<file path="config.mk">
export PLATFORM = sky130hd
export DESIGN_NAME = piso_shift_ctrl
export DESIGN_NICKNAME = d
export VERILOG_FILES = /design/src/rtl/piso_shift_ctrl_pkg.sv /design/src/rtl/piso_shreg.sv /design/src/rtl/piso_shift_ctrl.sv
export SDC_FILE = /design/constraint.sdc
export NUM_CORES = 1
export LEC_CHECK = 0
export BUFFER_PORTS_ARGS = -buffer_cell sky130_fd_sc_hd__buf_2
export CORE_AREA = 2 2 39 41
export CTS_CLUSTER_DIAMETER = 100
export CTS_CLUSTER_SIZE = 20
export DETAILED_ROUTE_END_ITERATION = 8
export DIE_AREA = 0 0 41 43
export PLACE_DENSITY = 0.67
export SLEW_MARGIN = 5
export SYNTH_ARGS = -nofsm -noshare
export SYNTH_HDL_FRONTEND = slang
export SYNTH_HIERARCHICAL = 1
export SYNTH_SLANG_ARGS = --single-unit
</file>
<file path="constraint.sdc">
create_clock -name clk -period 1.79 [get_ports clk]
set_clock_uncertainty 0.05 [all_clocks]
set_input_delay 0.179 -clock clk [delete_from_list [all_inputs] [get_ports clk]]
set_output_delay 0.179 -clock clk [all_outputs]
set_load 0.01 [all_outputs]
</file>
<file path="src/rtl/piso_shift_ctrl_pkg.sv">
// Shared definitions for the PISO shift controller: FSM encoding and width helper.
package piso_shift_ctrl_pkg;

  typedef enum logic [1:0] {
    ST_IDLE  = 2'd0,
    ST_SHIFT = 2'd1,
    ST_GAPW  = 2'd2
  } state_e;

  // Index/counter width; never below 1 so degenerate sizes still get a real vector.
  function automatic int unsigned clog2_min1(input int unsigned n);
    return (n <= 1) ? 1 : $clog2(n);
  endfunction

endpackage

</file>
<file path="src/rtl/piso_shreg.sv">
// WIDTH-bit shift register: async clear, synchronous load (wins over shift), right shift.
module piso_shreg #(
  parameter int unsigned WIDTH = 4
) (
  input  logic             clk,
  input  logic             reset,
  input  logic             i_load,
  input  logic [WIDTH-1:0] i_data,
  input  logic             i_shift_en,
  input  logic             i_sin,
  output logic             o_sout
);

  logic [WIDTH-1:0] r_q;

  // Load has priority; shifting moves toward bit 0, filling from i_sin at the top.
  always_ff @(posedge clk or negedge reset) begin
    if (!reset) begin
      r_q <= '0;
    end else if (i_load) begin
      r_q <= i_data;
    end else if (i_shift_en) begin
      r_q <= {i_sin, r_q[WIDTH-1:1]};
    end
  end

  assign o_sout = r_q[0];

endmodule

</file>
<file path="src/rtl/piso_shift_ctrl.sv">
// Round-robin arbitrated sequencer that loads one requester's word and shifts it out LSB first.
module piso_shift_ctrl
  import piso_shift_ctrl_pkg::*;
#(
  parameter int unsigned WIDTH = 4,
  parameter int unsigned NREQ  = 2,
  parameter int unsigned GAP   = 1
) (
  input  logic                          clk,
  input  logic                          reset,
  input  logic [NREQ-1:0]               i_req_valid,
  input  logic [NREQ*WIDTH-1:0]         i_req_data,
  output logic [NREQ-1:0]               o_req_ready,
  output logic                          o_tx_out,
  output logic                          o_tx_frame,
  output logic [clog2_min1(NREQ)-1:0]   o_tx_src,
  output logic                          o_tx_done,
  output logic                          o_busy
);

  localparam int unsigned IW = clog2_min1(NREQ);
  localparam int unsigned CW = clog2_min1(WIDTH);
  localparam int unsigned GW = clog2_min1(GAP + 1);
  localparam logic [CW-1:0] CNT_LAST = CW'(WIDTH - 1);
  localparam logic [GW-1:0] GAP_LOAD = GW'((GAP > 0) ? GAP - 1 : 0);
  localparam logic [IW-1:0] IDX_LAST = IW'(NREQ - 1);

  state_e           r_state, w_state_next;
  logic [CW-1:0]    r_bit_cnt;
  logic [GW-1:0]    r_gap_cnt;
  logic [IW-1:0]    r_ptr;
  logic [IW-1:0]    r_src;

  int unsigned      w_idx;
  logic             w_found;
  logic [IW-1:0]    w_winner;
  logic [NREQ-1:0]  w_grant;
  logic [WIDTH-1:0] w_sel_data;
  logic             w_hs;
  logic             w_shifting;
  logic             w_sout;

  // Round-robin search: first valid requester at or above the pointer, wrapping explicitly.
  always_comb begin
    w_found  = 1'b0;
    w_winner = '0;
    w_idx    = 0;
    for (int unsigned off = 0; off < NREQ; off++) begin
      w_idx = 32'(r_ptr) + off;
      if (w_idx >= NREQ) w_idx = w_idx - NREQ;
      if (!w_found && i_req_valid[w_idx]) begin
        w_found  = 1'b1;
        w_winner = IW'(w_idx);
      end
    end
  end

  // Decode the winner to a one-hot grant and pick its data lane.
  always_comb begin
    w_grant    = '0;
    w_sel_data = '0;
    for (int unsigned i = 0; i < NREQ; i++) begin
      if (w_found && (w_winner == IW'(i))) begin
        w_grant[i] = 1'b1;
        w_sel_data = i_req_data[i*WIDTH +: WIDTH];
      end
    end
  end

  assign w_hs       = (r_state == ST_IDLE) && w_found;
  assign w_shifting = (r_state == ST_SHIFT);

  // FSM state register.
  always_ff @(posedge clk or negedge reset) begin
    if (!reset) r_state <= ST_IDLE;
    else        r_state <= w_state_next;
  end

  // FSM next-state logic.
  always_comb begin
    w_state_next = r_state;
    unique case (r_state)
      ST_IDLE:  if (w_hs) w_state_next = ST_SHIFT;
      ST_SHIFT: if (r_bit_cnt == '0) w_state_next = (GAP > 0) ? ST_GAPW : ST_IDLE;
      ST_GAPW:  if (r_gap_cnt == '0) w_state_next = ST_IDLE;
      default:  w_state_next = ST_IDLE;
    endcase
  end

  // Bit/gap counters, RR pointer and source index; grant captures winner and advances pointer.
  always_ff @(posedge clk or negedge reset) begin
    if (!reset) begin
      r_bit_cnt <= '0;
      r_gap_cnt <= '0;
      r_ptr     <= '0;
      r_src     <= '0;
    end else begin
      if (w_hs) begin
        r_bit_cnt <= CNT_LAST;
        r_src     <= w_winner;
        r_ptr     <= (w_winner == IDX_LAST) ? '0 : w_winner + 1'b1;
      end else if (w_shifting && (r_bit_cnt != '0)) begin
        r_bit_cnt <= r_bit_cnt - 1'b1;
      end
      if (w_shifting && (r_bit_cnt == '0)) begin
        r_gap_cnt <= GAP_LOAD;
      end else if ((r_state == ST_GAPW) && (r_gap_cnt != '0)) begin
        r_gap_cnt <= r_gap_cnt - 1'b1;
      end
    end
  end

  piso_shreg #(
    .WIDTH (WIDTH)
  ) u_shreg (
    .clk        (clk),
    .reset      (reset),
    .i_load     (w_hs),
    .i_data     (w_sel_data),
    .i_shift_en (w_shifting),
    .i_sin      (1'b0),
    .o_sout     (w_sout)
  );

  // Outputs; ready is also masked by reset so nothing is offered while reset is held.
  always_comb begin
    o_req_ready = (reset && (r_state == ST_IDLE)) ? w_grant : '0;
    o_tx_frame  = w_shifting;
    o_tx_out    = w_shifting && w_sout;
    o_tx_done   = w_shifting && (r_bit_cnt == '0);
    o_busy      = (r_state != ST_IDLE);
    o_tx_src    = r_src;
  end

endmodule
</file>
After elaboration in Yosys (flattened, before gate mapping)
Index checks and enable logic that the tools add are counted.

Output and inout bits: 7. Input port bits: 12. Flip-flop bits (word level): 11. Word-level logic and storage cells: 66.

Bitwise logic cells: 1. Magnitude comparators: 4. Eq/ne operators: 5. Add/sub/neg operators: 6. Reductions and logical operators: 18. Muxes and demuxes: 26.

Operators by type and width (number): < comparator 32 x 2 -> 1 bit (second input constant) (2); 2-to-1 mux 32 bit (2); 2-to-1 mux 4 bit (4); 2-to-1 mux 1 bit (13); 2-to-1 mux 2 bit (6); nonzero test 2 bit (5); logical AND 1 bit (9); one-hot mux 2 bit (3 select lines) (1); logical NOT 2 bit (2); inequality test 2 x 1 -> 1 bit (second input constant) (2); AND reduction 3 bit (1); subtractor 1 x 2 -> 3 bit (second input constant) (1); subtractor 2 x 2 -> 3 bit (second input constant) (1); adder 1 x 1 -> 2 bit (second input constant) (1); == test 2 x 1 -> 1 bit (second input constant) (1); == test 2 bit (second input constant) (1); >= comparator 1 x 2 -> 1 bit (second input constant) (1); >= comparator 2 bit (second input constant) (1); inequality test 2 bit (second input constant) (1); subtractor 2 x 1 -> 2 bit (second input constant) (1); adder 1 bit (second input constant) (1); logical NOT 1 bit (1); NOT 1 bit (1); subtractor 1 bit (second input constant) (1).

Logic depth before layout (Yosys ltp)
Gate-level depths: netlist (run 1).

Depth after elaboration: 13. Depth in mapped cells: 5. Depth with buffers taken out: 5.

Modules after synthesis
The synthesis (run 1) kept the hierarchy.

By module, submodules not included: piso_shift_ctrl (cells an instance 41, area each 386.6 um^2, instances 1, sequential area each 175.2 um^2); piso_shreg (cells an instance 17, area each 186.4 um^2, instances 1, sequential area each 100.1 um^2).

Least setup slack after synthesis (run 1)
No wires, ideal clock.

Path kind: reg2reg. From: register r_state[0]. To: register u_shreg.r_q[0]. Data required time: 1.614 ns. Period minus slack after synthesis: 1.329 ns. Data arrival time: 1.153 ns. Path slack: 0.461 ns. Library setup time: 0.126 ns. Buffers on the path: 0. Cell stages (with the launch flop): 5. Cells stage by stage: dfrtp_1 nor2_1 o21ai_0 inv_1 o21ai_1.

Longest elaborated chain between the ends: 3. Elaborated cells between the ends (all ways): 5. Those cells by class: eq/ne: 1; mux: 1; reduce/logical: 3.

Ends and longest elaborated chain: from (decl) (RTL line piso_shift_ctrl.sv:28) `state_e r_state, w_state_next;`; from (signal assigned) (RTL line piso_shift_ctrl.sv:76) `else r_state <= w_state_next;`; logical NOT 2 bit * (RTL line piso_shift_ctrl.sv:70) `assign w_hs = (r_state == ST_IDLE) && w_found;`; logical AND 1 bit * (RTL line piso_shift_ctrl.sv:70); named net w_hs (RTL line piso_shift_ctrl.sv:39) `logic w_hs;`; 2-to-1 mux 4 bit / nonzero test 2 bit (equally long branches); to (signal assigned) (RTL line piso_shreg.sv:21) `r_q <= i_data;`; to (signal assigned) (RTL line piso_shreg.sv:23) `r_q <= {i_sin, r_q[WIDTH-1:1]};`; to (decl) (RTL line piso_shreg.sv:14) `logic [WIDTH-1:0] r_q;`.

The timed path passes the listed nets; every way through them passes the cells marked *. A chain may end at the register's enable or synchronous reset.

==> impl_metrics.env, run 1 <==
export IMPL_status="finished clean"
export IMPL_clk_latency_ns=0.26
export IMPL_worst_path_max_delay_cell="dfrtp_1"
export IMPL_finalHoldViolations=0
export IMPL_crit_path_max_incr_delay_ns=0.40
export IMPL_drc=0
export IMPL_period_needed_ns=1.60
export IMPL_antenna_diode_count=0
export IMPL_ys_top_cells_by_area="dfrtp_1, mux2i_1, nand2_1"
export IMPL_grt_pass1_vias=452
export IMPL_grt_overflow_total=0
export IMPL_die_h_um=43
export IMPL_synthesis_area_sq_um=573
export IMPL_syn_nets=71
export IMPL_worst_setup_path_type="reg2out"
export IMPL_layout_drive_gt1_share=0.305
export IMPL_place_gp_congestion=0.764
export IMPL_clkTransAtPathRegs_ns=0.07
export IMPL_fin_nets=96
export IMPL_ys_seq_area_frac=0.480
export IMPL_finalNonFillerCells=98
export IMPL_grt_busiest_layer="met2"
export IMPL_ctsLongestPathBuffers=2
export IMPL_syn_avg_cell_area_sq_um=9.88
export IMPL_seqPwrFrac=0.363
export IMPL_first_pass_iters=4
export IMPL_vias=483
export IMPL_routed_wl_um=977
export IMPL_rows=14
export IMPL_clkSinkCount=11
export IMPL_yosys_register_bits=11
export IMPL_area_delta_synth_final_pct=26.2
export IMPL_grt_util_met2=0.219
export IMPL_synthFlopType="dfrtp_1"
export IMPL_hold_class="in2reg"
export IMPL_required_ns=1.56
export IMPL_coreArea_sq_mm=0.00138
export IMPL_finalSetupTns_ns=0
export IMPL_grtUsageMet3=0.0366
export IMPL_die_w_um=41
export IMPL_cts_made_buffers=3
export IMPL_powerDensity_mw_per_mm2=1600
export IMPL_cp_cell_sequence="nand2b_1 > and2_1 > and3_2 > buf_2"
export IMPL_synthArstFlopShare=1.00
export IMPL_antenna_left=0
export IMPL_grt_use_met1=0.217
export IMPL_maxCapViolCount=0
export IMPL_grt_usage=0.150
export IMPL_h_tree_depth=1
export IMPL_p_leak_uw=0.000400
export IMPL_post_route_period_util=0.896
export IMPL_end_kind="output pin"
export IMPL_synth_warning_count=6
export IMPL_yosys_area_top_type="dfrtp_1"
export IMPL_grt_pass1_wl_um=1860
export IMPL_wire_per_inst_um=9.97
export IMPL_first_iter_violations=13
export IMPL_post_synth_top_count_cell="dfrtp_1"
export IMPL_dp_cells=93
export IMPL_post_cts_setup_buffers=0
export IMPL_cp_data_arrival_time_ns=1.37
export IMPL_die_area_sq_mm=0.00176
export IMPL_power_switching_uw=428
export IMPL_peakVddDrop_v=0.000895
export IMPL_p_clk_frac=0.140
export IMPL_setup_viol=0
export IMPL_fmax_mhz=624
export IMPL_synth_top_area_frac=0.480
export IMPL_cp_max_fo=5
export IMPL_intPower_uw=729
export IMPL_yosys_top_cells_count="dfrtp_1, nand2_1, inv_1"
export IMPL_grt_max_degree=14
export IMPL_holdWs_ns=0.105
export IMPL_cts_tree="done"
export IMPL_start_util=0.414
export IMPL_finalMaxSlewViolations=0
export IMPL_p_sw_frac=0.370
export IMPL_clockRootBuffer="clkbuf_4"
export IMPL_pin_count=19
export IMPL_antenna_found_initial=0
export IMPL_viasPerCell=4.93
export IMPL_synth_cell_types=24
export IMPL_synthCells=58
export IMPL_rsz0062_at_grt="no"
export IMPL_portBuffers=18
export IMPL_critPathLaunchType="flip-flop"
export IMPL_comb_power_share=0.497
export IMPL_post_dp_hpwl_um=763
export IMPL_synth_edff_count=0
[logic make-up after synthesis]
kind of cell	after synthesis	synth area share
AO/OA/AOI/OAI	16	0.194
XOR/XNOR	1	0.0153
adder cells (fa/ha/maj)	1	0.0218
buffers and inverters	6	0.0524
flip-flops	11	0.480
multiplexers	4	0.0699
other	1	0.00654
AND/OR/NAND/NOR	18	0.159
[worst paths after layout]
path | startpoint | to | slack, ns | depth (start not counted)
worst max-delay path | flip-flop | o_req_ready[1] | 0.19 | 4
max in group asynchronous | reset | r_state[1] | 1.21 | 2
worst max register to register | r_bit_cnt[0] | r_bit_cnt[0] | 0.39 | 5
worst min register to register | o_tx_src | o_tx_src | 0.45 | 1
min in group asynchronous | reset | u_shreg/r_q[3] | 0.27 | 2
worst min-delay path | i_req_valid[1] | flip-flop | 0.11 | 2
[area by class of cell]
| class | instances | area (sq um) |
|---|---|---|
| well taps | 16 | 20.0 |
| flip-flops and latches | 11 | 275 |
| inverters | 5 | 18.8 |
| multi-input cells | 41 | 268 |
| repair buffers | 21 | 115 |
| fillers | 131 | 661 |
| clock buffers | 4 | 26.3 |
[per-layer routing]
| metal | part of all wire | up-vias |
|---|---|---|
| li1 | - | 251 |
| met1 | 0.46 | 220 |
| met2 | 0.48 | 10 |
| met3 | 0.048 | 2 |
| met4 | 0.0061 | 0 |
| met5 | 0 | - |
[power by group through the flow]
stage,combinational (uW),sequential [uW],clock (uW)
floorplan,434,416,0
global placement,571,423,0
detailed placement,582,424,0
CTS,583,421,169
global route,660,436,187
finish,575,421,162
[state kept, by name, summed over array words and instances, names as in the netlist, named ones only]
| name | cells |
|---|---|
| u_shreg/r_q | 4 |
| r_bit_cnt | 2 |
| r_state | 2 |
| o_tx_src | 1 |
| r_gap_cnt | 1 |
[cells in the final DEF (no fill, tap or decap)]
master,count
buf_2,18
a31oi_1,1
and2_1,2
and3_1,1
a32o_1,1
ha_1,1
dfrtp_1,11
nor2_1,1
o21ai_1,4
nor2b_1,1
clkbuf_1,1
o211a_1,1
nand2_1,10
a21oi_1,1
buf_4,2
clkbuf_4,3
inv_1,5
o21ai_0,2
dlygate4sd3_1,1
or3b_4,1
nand2b_1,1
o211ai_1,1
a22o_1,4
and3_2,1
mux2i_1,4
a21boi_1,1
conb_1,1
xnor2_1,1
[timing repair]
action,in CTS,in global routing
endpoints found under the hold margin,11,0
resized for setup,0,0
hold buffers,1,0
[per-stage QoR]
step                setup WS, ns  total power [uW]   util  instance area (sq um)
CTS                        0.183              1170  0.523                    723
global route               0.120              1280  0.523                    723
global placement           0.446               993  0.496                    687
floorplan                  0.461               850      -                    573
detailed placement         0.403              1010  0.496                    687
finish                     0.186              1160  0.523                    723
[worst max-delay path: cells and delay by family (launching register included)]
| family | cells | cell delay, ns |
|---|---|---|
| AND/OR/NAND/NOR | 3 | 0.57 |
| flip-flops | 1 | 0.40 |
| buffers and inverters | 1 | 0.14 |
Power figures use the tool's default switching activity.
==> inputs of run 2 (changes only) <==
Settings changed: ABC_AREA from default to 1, CORE_AREA 2 2 39 41 to 2 2 41 43, DIE_AREA 0 0 41 43 to 0 0 43 45, PLACE_DENSITY 0.67 to 0.65.
==> impl_metrics.env, run 2 <==
export IMPL_status="finished clean"
export IMPL_ys_seq_area_frac=0.440
export IMPL_layout_drive_gt1_share=0.271
export IMPL_syn_nets=97
export IMPL_grt_max_degree=13
export IMPL_pin_count=19
export IMPL_seqPwrFrac=0.368
export IMPL_antenna_left=0
export IMPL_top_register="u_shreg/r_q"
export IMPL_top_regs="u_shreg/r_q x4, r_bit_cnt x2, r_state x2"
export IMPL_grt_pass1_vias=564
export IMPL_place_area_sq_um=736
export IMPL_nFillCells=163
export IMPL_maxCapViolCount=0
export IMPL_timing_critical_path_mode_cell="buf_2"
export IMPL_cp_max_fo=12
export IMPL_die_area_sq_mm=0.00194
export IMPL_rsz0062_at_grt="no"
export IMPL_design_area_sq_um=772
export IMPL_cts_resized=0
export IMPL_synthCells=84
export IMPL_vias=573
export IMPL_antenna_diode_count=0
export IMPL_powerDensity_mw_per_mm2=1530
export IMPL_p_leak_uw=0.000434
export IMPL_routed_wl_um=1230
export IMPL_intPower_uw=660
export IMPL_synth_warning_count=6
export IMPL_critPathLaunchType="input port"
export IMPL_drc=0
export IMPL_syn_avg_cell_area_sq_um=7.45
export IMPL_setup_viol=0
export IMPL_clk_latency_ns=0.26
export IMPL_synth_edff_count=0
export IMPL_comb_power_share=0.491
export IMPL_required_ns=1.56
export IMPL_finalMaxSlewViolations=0
export IMPL_grt_overflow_total=0
export IMPL_coreArea_sq_mm=0.00147
export IMPL_crit_path_max_incr_delay_ns=0.52
export IMPL_peakVddDrop_v=0.000570
export IMPL_cp_cell_sequence="dlygate4sd3_1 > buf_2 > nand2_1 > nor2_1 > buf_2"
export IMPL_clkSinkCount=11
export IMPL_p_clk_frac=0.141
export IMPL_p_sw_frac=0.441
export IMPL_portBuffers=18
export IMPL_cts_tree="done"
export IMPL_post_cts_setup_buffers=0
export IMPL_crit_family="buffers and inverters"
export IMPL_power_switching_uw=521
export IMPL_yosys_area_top_type="dfrtp_1"
export IMPL_mostFrequentLayoutCell="nand2_1"
export IMPL_yosys_top_cells_count="nand2_1, inv_1, dfrtp_1, nand3_1, nor2_1"
export IMPL_grt_pass1_wl_um=2300
export IMPL_end_kind="output pin"
export IMPL_fin_nets=121
export IMPL_die_w_um=43
export IMPL_worst_setup_path_type="in2out"
export IMPL_ctsLongestPathBuffers=2
export IMPL_synthArstFlopShare=1.00
export IMPL_post_synth_top_count_cell="nand2_1"
export IMPL_finalHoldViolations=0
export IMPL_finalSetupTns_ns=0
export IMPL_cp_data_arrival_time_ns=1.31
export IMPL_dp_slack_ns=0.432
export IMPL_hold_class="in2reg"
export IMPL_period_needed_ns=1.54
export IMPL_final_cell_mix="nand2_1, buf_2, inv_1"
export IMPL_area_delta_synth_final_pct=23.4
export IMPL_first_pass_iters=4
export IMPL_ys_top_cells_by_area="dfrtp_1, nand2_1, nand3_1"
export IMPL_largest_reg_flops=4
export IMPL_timing_critical_path_buf_inv=3
export IMPL_cts_made_buffers=3
export IMPL_first_iter_violations=9
export IMPL_place_gp_congestion=0.787
export IMPL_clkTransAtPathRegs_ns=0.07
export IMPL_antenna_found_initial=0
export IMPL_viasPerCell=4.66
export IMPL_synthesis_area_sq_um=626
export IMPL_yosys_register_bits=11
export IMPL_wire_per_inst_um=10.0
export IMPL_rows=14
export IMPL_start_util=0.425
export IMPL_h_tree_depth=1
export IMPL_worst_path_max_delay_cell="dlygate4sd3_1"
export IMPL_die_h_um=45
export IMPL_fin_ws_ns=0.249
export IMPL_post_route_period_util=0.861
export IMPL_synth_cell_types=16
export IMPL_synth_top_area_frac=0.440
export IMPL_fmax_mhz=649
export IMPL_synthFlopType="dfrtp_1"
export IMPL_post_dp_hpwl_um=960
export IMPL_clockRootBuffer="clkbuf_4"
export IMPL_grt_usage=0.166
run 2: final cells by class:
type	count	area [sq um]	area share
Timing Repair Buffer	19	100	0.130
Inverter	16	60.1	0.0778
Sequential cell	11	275	0.357
Tap cell	16	20.0	0.0259
Clock buffer	4	26.3	0.0340
Multi-Input combinational cell	57	290	0.376
run 2: repair_timing:
item | in CTS | in global routing
endpoints found under the setup margin | 0 | 0
hold buffers | 1 | 0
endpoints found under the hold margin | 11 | 0
run 2: per-layer routing:
layer,vias up,global-route usage,part of all wire
li1,308,-,-
met1,241,0.199,0.47
met2,22,0.270,0.46
met3,2,0.0240,0.046
met4,0,0.127,0.015
met5,-,0,0
run 2: power groups by stage:
stage,clock network (uW),registers [uW],logic [uW]
after global placement,0,435,570
after CTS,173,435,587
final,167,435,579
after floorplan,0,427,429
after detailed placement,0,437,582
after global routing,188,449,674
run 2: path summary, 6_finish.rpt:
path / startpoint / end / slack [ns] / cells after the start
max in group asynchronous: reset / r_state[0] / 1.22 / 2
min in group asynchronous: reset / u_shreg/r_q[1] / 0.26 / 2
hold reg to reg: o_tx_src / o_tx_src / 0.44 / 2
hold / removal: i_req_valid[0] / flip-flop / 0.14 / 3
setup / recovery: reset / o_req_ready[1] / 0.25 / 5
setup reg to reg: r_state[1] / u_shreg/r_q[1] / 0.40 / 6
run 2: metrics by stage:
stage / total power (uW) / hold WS [ns] / utilization / std cells
2_1_floorplan: 856 / -0.167 / - / 84
3_3_place_gp: 1010 / 0.0133 / 0.500 / 118
3_5_place_dp: 1020 / 0.0115 / 0.500 / 118
4_1_cts: 1190 / 0.131 / 0.525 / 123
5_1_grt: 1310 / 0.153 / 0.525 / 123
6_report: 1180 / 0.139 / 0.525 / 123
run 2: kinds of logic (layout without fill, tap and decap cells):
group / count (synthesis) / in the layout / share of synthesized area
AOI/OAI and AO/OA: 9 / 9 / 0.102
adders and majority gates: 1 / 1 / 0.0200
buffers and inverters: 16 / 39 / 0.0960
DFF: 11 / 11 / 0.440
other: 1 / 1 / 0.00599
and+or+nand+nor: 46 / 46 / 0.336
run 2: worst register-to-register path: stages, from the launching register on:
cell	delay [ns]
dfrtp_1	0.44
nor2_2	0.18
nand2_1	0.15
inv_1	0.18
nor2_1	0.12
nand2_1	0.09
nand3_1	0.06
==> inputs of run 3 (changes only) <==
Settings changed: PLACE_DENSITY 0.65 to default, PLACE_DENSITY_LB_ADDON from default to 0.15, RECOVER_POWER from default to 25.
Clock period 1.79 ns to 2 ns, I/O delays scaled along.
==> impl_metrics.env, run 3 (same netlist as run 2, synthesis figures left out) <==
export IMPL_status="finished clean"
export IMPL_required_ns=1.75
export IMPL_viasPerCell=4.84
export IMPL_die_w_um=43
export IMPL_start_util=0.425
export IMPL_clkSinkCount=11
export IMPL_post_cts_setup_buffers=0
export IMPL_powerDensity_mw_per_mm2=1360
export IMPL_pin_count=19
export IMPL_finalMaxSlewViolations=0
export IMPL_grt_usage=0.142
export IMPL_peakVddDrop_v=0.000540
export IMPL_worst_path_max_delay_cell="dlygate4sd3_1"
export IMPL_cp_max_fo=12
export IMPL_first_pass_iters=4
export IMPL_grt_max_degree=13
export IMPL_grt_overflow_total=0
export IMPL_reg2reg_slack_ns=0.65
export IMPL_die_h_um=45
export IMPL_finalSetupTns_ns=0
export IMPL_cts_made_buffers=3
export IMPL_seqCellArea_sq_um=275
export IMPL_portBuffers=18
export IMPL_post_dp_hpwl_um=955
export IMPL_post_route_period_util=0.800
export IMPL_drc=0
export IMPL_crit_family="buffers and inverters"
export IMPL_grt_pass1_wl_um=1980
export IMPL_antenna_left=0
export IMPL_cp_cell_sequence="dlygate4sd3_1 > buf_2 > nand2_1 > nor2_1 > buf_2"
export IMPL_critPathLaunchType="input port"
export IMPL_cts_tree="done"
export IMPL_vias=595
export IMPL_cts_resized=0
export IMPL_multi_input_area_sq_um=290
export IMPL_comb_power_share=0.489
export IMPL_power_switching_uw=457
export IMPL_layout_drive_gt1_share=0.271
export IMPL_min_from="i_req_valid[0]"
export IMPL_place_gp_congestion=0.795
export IMPL_ctsLongestPathBuffers=2
export IMPL_coreArea_sq_mm=0.00147
export IMPL_holdWs_ns=0.185
export IMPL_hold_class="in2reg"
export IMPL_first_iter_violations=18
export IMPL_p_sw_frac=0.437
export IMPL_area_delta_synth_final_pct=23.4
export IMPL_p_clk_frac=0.141
export IMPL_min_path_cells=3
export IMPL_grt_pass1_vias=514
export IMPL_timing_critical_path_mode_cell="buf_2"
export IMPL_rr_endpoint="u_shreg/r_q[1]"
export IMPL_rsz0062_at_grt="no"
export IMPL_p_leak_uw=0.000434
export IMPL_die_area_sq_mm=0.00194
export IMPL_final_cell_mix="nand2_1, buf_2, inv_1"
export IMPL_finalHoldViolations=0
export IMPL_rows=14
export IMPL_period_needed_ns=1.60
export IMPL_crit_path_max_incr_delay_ns=0.53
export IMPL_nFillCells=151
export IMPL_r2r_start="r_state[0]"
export IMPL_largest_reg_flops=4
export IMPL_mostFrequentLayoutCell="nand2_1"
export IMPL_clk_latency_ns=0.27
export IMPL_fmax_mhz=625
export IMPL_antenna_found_initial=0
export IMPL_clockRootBuffer="clkbuf_4"
export IMPL_cp_data_arrival_time_ns=1.35
export IMPL_end_kind="output pin"
export IMPL_worstRegToRegCells=6
export IMPL_antenna_diode_count=0
export IMPL_seqPwrFrac=0.370
export IMPL_clkTransAtPathRegs_ns=0.07
export IMPL_wire_per_inst_um=9.49
export IMPL_intPower_uw=590
export IMPL_worst_setup_path_type="in2out"
export IMPL_fin_nets=121
export IMPL_routed_wl_um=1170
export IMPL_timing_critical_path_buf_inv=3
export IMPL_maxCapViolCount=0
export IMPL_top_regs="u_shreg/r_q x4, r_bit_cnt x2, r_state x2"
export IMPL_h_tree_depth=1
export IMPL_top_register="u_shreg/r_q"
export IMPL_setup_viol=0
run 3: cell counts in the layout (fill, tap and decap cells not counted):
No cell type changed its count.
run 3: metrics by stage:
stage,util,total power (uW),setup WS (ns),std cells,instance area [sq um]
floorplan,-,766,0.810,84,626
global placement,0.500,909,0.704,118,736
detailed placement,0.500,909,0.645,118,736
CTS,0.525,1060,0.392,123,772
global route,0.525,1150,0.273,123,772
finish,0.525,1050,0.399,123,772
run 3: timing repair:
item,CTS,global route
endpoints found under the hold margin,11,0
hold buffers,1,0
endpoints found under the setup margin,0,0
run 3: cell type report:
cell class,instances,share of cell area
Clock buffer,4,0.0340
Inverter,16,0.0778
Multi-Input combinational cell,57,0.376
Sequential cell,11,0.357
Tap cell,16,0.0259
Timing Repair Buffer,19,0.130
run 3: tightest hold or removal path: stages:
cell     delay, ns
buf_2         0.09
a21oi_1       0.06
nor2_1        0.11
run 3: metal layers:
metal | part of all wire | GRT usage
met5 | 0 | 0
met2 | 0.46 | 0.239
met1 | 0.46 | 0.163
met4 | 0.031 | 0.109
met3 | 0.051 | 0.0240
run 3: worst max-delay path by stage:
stage	from	end	slack, ns	cells past startpoint
finish	reset	o_req_ready[1]	0.40	5
detailed placement	r_state[1]	u_shreg/r_q[1]	0.65	6
global route	reset	o_req_ready[1]	0.27	5
global placement	r_state[1]	u_shreg/r_q[2]	0.70	6
floorplan	r_state[0]	u_shreg/r_q[0]	0.81	6
CTS	reset	o_req_ready[1]	0.39	5
run 3: power groups by stage:
| stage | Clock [uW] | Sequential (uW) | Combinational (uW) |
|---|---|---|---|
| after floorplan | 0 | 382 | 384 |
| after global routing | 167 | 398 | 589 |
| after global placement | 0 | 390 | 519 |
| final | 148 | 387 | 512 |
| after detailed placement | 0 | 391 | 518 |
| after CTS | 154 | 387 | 523 |
